**src/rtl/countdown_timer.sv**
```systemverilog
// countdown_timer: MM:SS.cc countdown timer with four push-buttons.
//   CLOCK_50 : system clock, all state on the rising edge
//   RST_N    : asynchronous reset, active low
//   KEY[3:0] : raw buttons, active low: [0] start/pause, [1] clear,
//              [2] +1 min, [3] +10 s
//   TIME_BCD : {m_t, m_o, s_t, s_o, c_t, c_o}; preset in IDLE, count otherwise
//   STATE    : 0=IDLE 1=RUN 2=PAUSE 3=DONE
//   ALARM    : high while in DONE
// Each key runs through its own synchronizer/debouncer lane. A lane emits a
// one-cycle press pulse on an accepted 1->0 level change. Every output comes
// straight from a flop.

// Per-key lane: 2-flop synchronizer, debounce counter and press pulse.
module countdown_timer_key #(
  parameter int DB_CYCLES = 500000
) (
  input  logic CLOCK_50,
  input  logic RST_N,
  input  logic key_raw,
  output logic press
);
  localparam int CW = $clog2(DB_CYCLES + 1);

  logic [1:0]    sync;
  logic          level;
  logic [CW-1:0] cnt;

  // cnt counts consecutive synchronized samples that differ from the
  // accepted level. The input is binary, so these samples all match each
  // other. A sample equal to the accepted level restarts the run.
  always_ff @(posedge CLOCK_50 or negedge RST_N) begin
    if (!RST_N) begin
      sync  <= 2'b11;
      level <= 1'b1;
      cnt   <= '0;
      press <= 1'b0;
    end else begin
      sync  <= {sync[0], key_raw};
      press <= 1'b0;
      if (sync[1] == level) begin
        cnt <= '0;
      end else if (cnt == CW'(DB_CYCLES - 1)) begin
        level <= sync[1];
        cnt   <= '0;
        press <= ~sync[1];
      end else begin
        cnt <= cnt + 1'b1;
      end
    end
  end
endmodule

module countdown_timer #(
  parameter int DIV       = 500000,
  parameter int DB_CYCLES = 500000
) (
  input  logic        CLOCK_50,
  input  logic        RST_N,
  input  logic [3:0]  KEY,
  output logic [23:0] TIME_BCD,
  output logic [1:0]  STATE,
  output logic        ALARM
);
  typedef struct packed {
    logic [3:0] m_t, m_o, s_t, s_o, c_t, c_o;
  } bcd_t;

  typedef enum logic [1:0] {IDLE = 2'd0, RUN = 2'd1, PAUSE = 2'd2, DONE = 2'd3} st_t;

  localparam int   PW       = (DIV > 1) ? $clog2(DIV) : 1;
  localparam bcd_t RST_TIME = bcd_t'(24'h010000);

  logic [3:0]    press;
  st_t           state, state_nxt;
  bcd_t          preset, preset_nxt;
  bcd_t          count, count_nxt, count_dec;
  logic [PW-1:0] presc, presc_nxt;
  logic          tick;

  countdown_timer_key #(.DB_CYCLES(DB_CYCLES)) u_key [3:0] (
    .CLOCK_50 (CLOCK_50),
    .RST_N    (RST_N),
    .key_raw  (KEY),
    .press    (press)
  );

  // Decrement by one centisecond with BCD borrow through every digit.
  function automatic bcd_t bcd_dec(input bcd_t t);
    bcd_t r;
    r = t;
    if (t.c_o != 4'd0) r.c_o = t.c_o - 4'd1;
    else begin
      r.c_o = 4'd9;
      if (t.c_t != 4'd0) r.c_t = t.c_t - 4'd1;
      else begin
        r.c_t = 4'd9;
        if (t.s_o != 4'd0) r.s_o = t.s_o - 4'd1;
        else begin
          r.s_o = 4'd9;
          if (t.s_t != 4'd0) r.s_t = t.s_t - 4'd1;
          else begin
            r.s_t = 4'd5;
            if (t.m_o != 4'd0) r.m_o = t.m_o - 4'd1;
            else begin
              r.m_o = 4'd9;
              r.m_t = (t.m_t != 4'd0) ? t.m_t - 4'd1 : 4'd5;
            end
          end
        end
      end
    end
    return r;
  endfunction

  assign count_dec = bcd_dec(count);

  // Next-state logic. The key-priority chain (1 > 0 > 2 > 3) is expressed
  // by the if/else ordering. Inside RUN a start/pause or clear event takes
  // the cycle, so a coincident tick is dropped.
  always_comb begin
    state_nxt  = state;
    preset_nxt = preset;
    count_nxt  = count;
    presc_nxt  = presc;
    tick       = 1'b0;

    if (state == RUN) begin
      tick      = (presc == PW'(DIV - 1));
      presc_nxt = tick ? '0 : presc + 1'b1;
    end

    case (state)
      IDLE: begin
        if (press[1]) begin
          preset_nxt = '0;
        end else if (press[0]) begin
          if (preset != '0) begin
            count_nxt = preset;
            presc_nxt = '0;
            state_nxt = RUN;
          end
        end else if (press[2]) begin
          if (preset.m_o == 4'd9) begin
            preset_nxt.m_o = 4'd0;
            preset_nxt.m_t = (preset.m_t == 4'd5) ? 4'd0 : preset.m_t + 4'd1;
          end else begin
            preset_nxt.m_o = preset.m_o + 4'd1;
          end
        end else if (press[3]) begin
          // +10 s wraps inside the tens digit; minutes are left alone.
          preset_nxt.s_t = (preset.s_t == 4'd5) ? 4'd0 : preset.s_t + 4'd1;
        end
      end
      RUN: begin
        if (press[1]) begin
          state_nxt = IDLE;
        end else if (press[0]) begin
          state_nxt = PAUSE;
        end else if (tick) begin
          count_nxt = count_dec;
          if (count_dec == '0) state_nxt = DONE;
        end
      end
      PAUSE: begin
        if (press[1])      state_nxt = IDLE;
        else if (press[0]) state_nxt = RUN;
      end
      DONE: begin
        if (press[1] || press[0]) state_nxt = IDLE;
      end
      default: state_nxt = IDLE;
    endcase
  end

  // The display and alarm registers load from next-state values, so they
  // change on the same edge as STATE.
  always_ff @(posedge CLOCK_50 or negedge RST_N) begin
    if (!RST_N) begin
      state    <= IDLE;
      preset   <= RST_TIME;
      count    <= RST_TIME;
      presc    <= '0;
      TIME_BCD <= RST_TIME;
      ALARM    <= 1'b0;
    end else begin
      state    <= state_nxt;
      preset   <= preset_nxt;
      count    <= count_nxt;
      presc    <= presc_nxt;
      TIME_BCD <= (state_nxt == IDLE) ? preset_nxt : count_nxt;
      ALARM    <= (state_nxt == DONE);
    end
  end

  assign STATE = state;
endmodule

```
**config.mk**
```make
export PLATFORM = sky130hd
export DESIGN_NAME = countdown_timer
export DESIGN_NICKNAME = d
export VERILOG_FILES = /design/src/rtl/countdown_timer.sv
export SDC_FILE = /design/constraint.sdc
export NUM_CORES = 1
export LEC_CHECK = 0
export ABC_CLOCK_PERIOD_IN_PS = 4500
export CORE_ASPECT_RATIO = 0.7
export CORE_MARGIN = 3
export CORE_UTILIZATION = 35
export CTS_CLUSTER_SIZE = 24
export DETAILED_ROUTE_END_ITERATION = 6
export PLACE_DENSITY_LB_ADDON = 0.1
export SYNTH_ARGS = -nofsm -noshare
export SYNTH_HDL_FRONTEND = slang
export SYNTH_SLANG_ARGS = --single-unit
```
**constraint.sdc**
```tcl
create_clock -name CLOCK_50 -period 4.5 [get_ports CLOCK_50]
set_input_delay 0.675 -clock CLOCK_50 [delete_from_list [all_inputs] [get_ports CLOCK_50]]
set_output_delay 0.675 -clock CLOCK_50 [all_outputs]
set_load 0.1 [all_outputs]
```
==> results of run 1 <==
power by group:
group	switching, mW	leakage, nW	total, mW	internal [mW]
Clock	0.722	0.267	1.45	0.732
Sequential	0.0108	2.54	1.70	1.69
Combinational	0.0529	1.82	0.0705	0.0176
Total	0.786	4.62	3.22	2.44
stage by stage:
stage	worst slack [ns]	hold slack, ns
final	1.22	0.295
after global routing	0.976	0.360
after CTS	1.20	0.358
after detailed placement	1.22	0.347
after global placement	1.29	0.346
after floorplan	1.51	0.345
flip-flops by register name, summed over array words and instances (netlist names):
name / count
u_key.cnt: 76
TIME_BCD: 24
count: 24
preset: 24
presc: 19
u_key.sync: 8
u_key.level: 4
u_key.press: 4
STATE: 2
ALARM: 1
final timing paths:
path / end / slack, ns / cells after the start
setup / recovery: TIME_BCD[20] / 1.22 / 6
hold reg to reg: u_key[0].sync[1] / 0.36 / 0
min in group CLOCK_50: u_key[0].sync[1] / 0.36 / 0
setup reg to reg: TIME_BCD[20] / 1.22 / 6
hold / removal: preset[15] / 0.29 / 1
max in group asynchronous: u_key[1].sync[0] / 3.18 / 2
layout by cell type, fill, tap and decap left out, types with 7 or more instances in the layout:
| cell | count |
|---|---|
| and2_1 | 14 |
| xor2_1 | 51 |
| nor3_1 | 24 |
| dfrtp_1 | 171 |
| a21o_1 | 7 |
| nand4_1 | 28 |
| or2_2 | 8 |
| and3_1 | 14 |
| mux2i_1 | 9 |
| clkdlybuf4s50_1 | 31 |
| mux2_2 | 12 |
| o21ai_0 | 32 |
| buf_4 | 11 |
| nor2_1 | 150 |
| nor4_1 | 22 |
| nand2_1 | 86 |
| inv_1 | 25 |
| ha_1 | 14 |
| xnor2_1 | 36 |
| clkbuf_16 | 17 |
| and4_1 | 9 |
| a21oi_1 | 21 |
| nand3_1 | 52 |
| or3_1 | 9 |
| dfstp_2 | 15 |
| and3b_1 | 7 |
critical path, stage by stage (launching register included):
cell and delay (ns):
dfrtp_1 0.44, or4b_4 0.57, nor4_4 0.46, nand4_1 0.68
nor4b_2 0.52, mux2i_1 0.19, o41ai_2 0.32
logic make-up (layout without fill, tap and decap cells):
logic type / after synthesis / count (layout) / share of synthesized area
compound gates: 122 / 122 / 0.0891
xor+xnor: 87 / 87 / 0.0820
fa+ha+maj: 14 / 14 / 0.0188
buf+inv: 59 / 101 / 0.0250
flops: 186 / 186 / 0.503
mux: 21 / 21 / 0.0242
simple gates: 467 / 467 / 0.258
routing by layer:
metal	routed length (um)	GRT usage	vias to the layer above
met1	12700	0.263	3357
met3	1200	0.0439	17
met2	9020	0.223	112
li1	-	-	3444
met4	253	0.0454	0
met5	0	0	-
layout make-up:
cell class	count	area [um^2]	area share
clock buffers	18	429	0.0405
clock inverters	14	128	0.0120
inverters	25	93.8	0.00886
multi-input cells	711	4390	0.415
flip-flops and latches	186	4670	0.441
well taps	357	447	0.0422
repair buffers	44	427	0.0403
==> results.yml, run 1 <==
clock_network:
  cts_tree: "built"
  clkTransAtPathRegs_ns: 0.07
  cts_made_buffers: 17
  numClockSinks: 186
  insertion_delay_ns: 0.45
  ctsHoldBuffers: 0
  clockRootBuffer: "clkbuf_16"
  cts.path.max_buffers: 2
  cts-resized-gates: 0
  htree_levels: 4
  postCtsSetupBuffers: 0
synthesis:
  syn_avg_cell_area_um2: 9.72
  seq_area_frac_synth: 0.503
  ys_types: 72
  yosys_warnings: 0
  yosys-top-cells-count: "dfrtp_1, nor2_1, nand2_1"
  synth_top_cell_area_share: 0.460
  async_flop_share: 1.00
  yosys.area.top_type: "dfrtp_1"
  syn-num-nets: 976
  synthTopCellsByArea: "dfrtp_1, nor2_1, xor2_1"
  netlist_area_um2: 9300
  ys.flop_type: "dfrtp_1"
  synth-seq-cells: 186
  syn_inst: 956
  synth-edff-count: 0
  synth.most_common_cell: "dfrtp_1"
critical_path:
  end_kind: "flip-flop"
  cp.arrival_ns: 3.63
  r2r-start: "presc[7]"
  setup.worst_path.start: "presc[7]"
  cp-start-kind: "flip-flop"
  worst-path-max-fanout: 13
  cp.required_ns: 4.84
  critical_path_class: "reg2reg"
timing:
  setup_viol: 0
  slew_violations: 0
  rsz0062_at_grt: "no"
  slew_headroom: 0.0480
  period_share: 0.730
  skew_ns: 0.0191
  fmax_ghz: 0.304
  worst_pin_slew_ns: 1.41
  final_hold_viol_count: 0
  period_needed_ns: 3.28
  tns_ns: 0
global_route:
  antenna_found_initial: 0
  grt_max_degree: 106
  overflow: 0
  grt_pass1_vias: 6689
  grt_pass1_wl_mm: 38.1
  grt_usage: 0.167
place:
  portBuffers: 32
  dp_hpwl_mm: 16.1
  place.gp.congestion: 0.842
  dp.cells: 1323
  place_area_um2: 10000
min_path:
  hold_path_class: "in2async"
die:
  die-area_um2: 28600
  die_w_um: 201
  io_pins: 33
  die_h_um: 142
  start_util: 0.359
  rows: 49
  core_area_um2: 25900
detailed_routing:
  first_pass_iters: 4
  drt_iter0_markers: 497
  avgViaCountPerCell: 5.11
  wl_per_cell_um: 17.1
  wl_mm: 23.2
  drtAntennaViolNets: 0
  vias: 6930
  drc_errors: 0
job:
  cap_violations: 0
layout:
  nets: 1005
  post_route_cells_drive_above_1_share: 0.0992
  stdcell_count: 1355
  diodes: 0
  fill_cells: 2614
  finalInstanceArea_um2: 10600
  syn_to_final_growth_pct: 13.9
  post-route-util: 0.409
power:
  power_mw: 3.22
  power_density_nw_per_um2: 304
  leakage_nw: 4.62
  vdd_ir_drop_max_v: 0.000245
run_status:
  status: "completed"
Power figures use the tool's default switching activity.
==> run 2: changes to the inputs <==
- ABC_CLOCK_PERIOD_IN_PS: 4500 -> 2700
- clock period: 4.5 -> 2.7 ns (I/O delays scaled with it)
==> results.yml, run 2 (synthesis gave the netlist of run 1 again) <==
place:
  dp_hpwl_mm: 17.5
  portBuffers: 32
  place.gp.congestion: 0.885
  dp.cells: 1372
clock_network:
  htree_levels: 4
  clockRootBuffer: "clkbuf_16"
  clkTransAtPathRegs_ns: 0.08
  numClockSinks: 186
  cts_tree: "built"
  cts_made_buffers: 17
  cts.path.max_buffers: 2
  insertion_delay_ns: 0.46
critical_path:
  cp.arrival_ns: 2.90
  setup.worst_path.start: "STATE[1]"
  cp.required_ns: 3.04
  critical_path_class: "reg2reg"
  r2r-start: "STATE[1]"
  cp-start-kind: "flip-flop"
  end_kind: "flip-flop"
  crit_end: "TIME_BCD[14]"
  reg2reg_depth: 6
  worst-path-max-fanout: 7
  rrSetupSlack_ns: 0.13
  r2r-end: "TIME_BCD[14]"
min_path:
  hold_path_class: "in2reg"
timing:
  slew_headroom: 0.585
  setup_viol: 0
  slew_violations: 0
  skew_ns: 0.0134
  rsz0062_at_grt: "no"
  fin_hold_ws_ns: 0.343
  period_needed_ns: 2.57
  fmax_ghz: 0.389
  tns_ns: 0
  final_hold_viol_count: 0
  worst_pin_slew_ns: 0.622
  period_share: 0.952
detailed_routing:
  first_pass_iters: 5
  wl_per_cell_um: 17.3
  vias: 7214
  avgViaCountPerCell: 5.13
  drtAntennaViolNets: 0
  drc_errors: 0
  drt_iter0_markers: 526
  wl_mm: 24.4
global_route:
  overflow: 0
  grt_usage: 0.178
  grt_pass1_vias: 6953
  grt_pass1_wl_mm: 39.7
  grt_max_degree: 69
  antenna_found_initial: 0
layout:
  post_route_cells_drive_above_1_share: 0.174
  stdcell_count: 1407
  post-route-util: 0.426
  nets: 1057
  final_common_cell: "dfrtp_1"
  most-common-layout-cells: "dfrtp_1, nor2_1, nand2_1, buf_4, nand3_1"
  fill_cells: 2539
  top_register: "u_key.cnt"
  largest_reg_flops: 76
  regArea_um2: 4680
  syn_to_final_growth_pct: 18.6
  multiInputGateArea_um2: 4410
  diodes: 0
power:
  power_mw: 5.50
  power_density_nw_per_um2: 499
  vdd_ir_drop_max_v: 0.000379
  leakage_nw: 4.99
run_status:
  status: "completed"
job:
  cap_violations: 0
die:
  die_h_um: 142
  die_w_um: 201
  io_pins: 33
  rows: 49
  start_util: 0.359
  core_area_um2: 25900
  die-area_um2: 28600
-- run 2: per-stage QoR --
stage | setup slack (ns) | area [um^2]
6_report | 0.131 | 11000
2_1_floorplan | 0.0477 | 9300
5_1_grt | 0.0242 | 11000
3_3_place_gp | 0.130 | 10400
4_1_cts | 0.0827 | 11000
3_5_place_dp | 0.104 | 10400
-- run 2: per-layer routing --
| layer | GRT usage | part of all wire | vias to the layer above |
|---|---|---|---|
| met5 | 0 | 0 | - |
| met4 | 0.0495 | 0.012 | 0 |
| met3 | 0.0587 | 0.074 | 26 |
| met2 | 0.229 | 0.37 | 175 |
| met1 | 0.279 | 0.54 | 3472 |
| li1 | - | - | 3541 |
-- run 2: area by class of cell --
cell class	count	area share
well taps	357	0.0405
multi-input cells	711	0.400
inverters	25	0.00851
repair buffers	96	0.0727
clock buffers	18	0.0398
flip-flops and latches	186	0.424
clock inverters	14	0.0144
-- run 2: worst min-delay path by stage --
stage,cells past startpoint,end,startpoint,slack (ns)
after floorplan,0,ALARM,RST_N,0.11
after global placement,0,u_key[0].sync[1],u_key[0].sync[0],0.35
after detailed placement,0,u_key[0].sync[1],u_key[0].sync[0],0.35
after CTS,1,u_key[1].sync[0],KEY[1],0.32
after global routing,1,u_key[1].sync[0],KEY[1],0.33
final,1,u_key[1].sync[0],KEY[1],0.34
-- run 2: report_power, final --
part | switching (mW) | internal (mW)
logic | 0.0895 | 0.0353
registers | 0.0180 | 2.81
clock network | 1.21 | 1.34
-- run 2: timing repair --
item	CTS	global route
resized for setup	0	3
hold buffers	1	0
hold endpoints to repair	47	0
buffers inserted	0	2
endpoints found under the setup margin	0	4
-- run 2: worst max-delay path, cell delays in order, from the launching register on --
cell and delay, ns:
dfrtp_2 0.48, or4b_2 0.74, nor3_1 0.36, and4bb_2 0.30
xnor2_1 0.11, o21ai_0 0.16, mux2_2 0.31
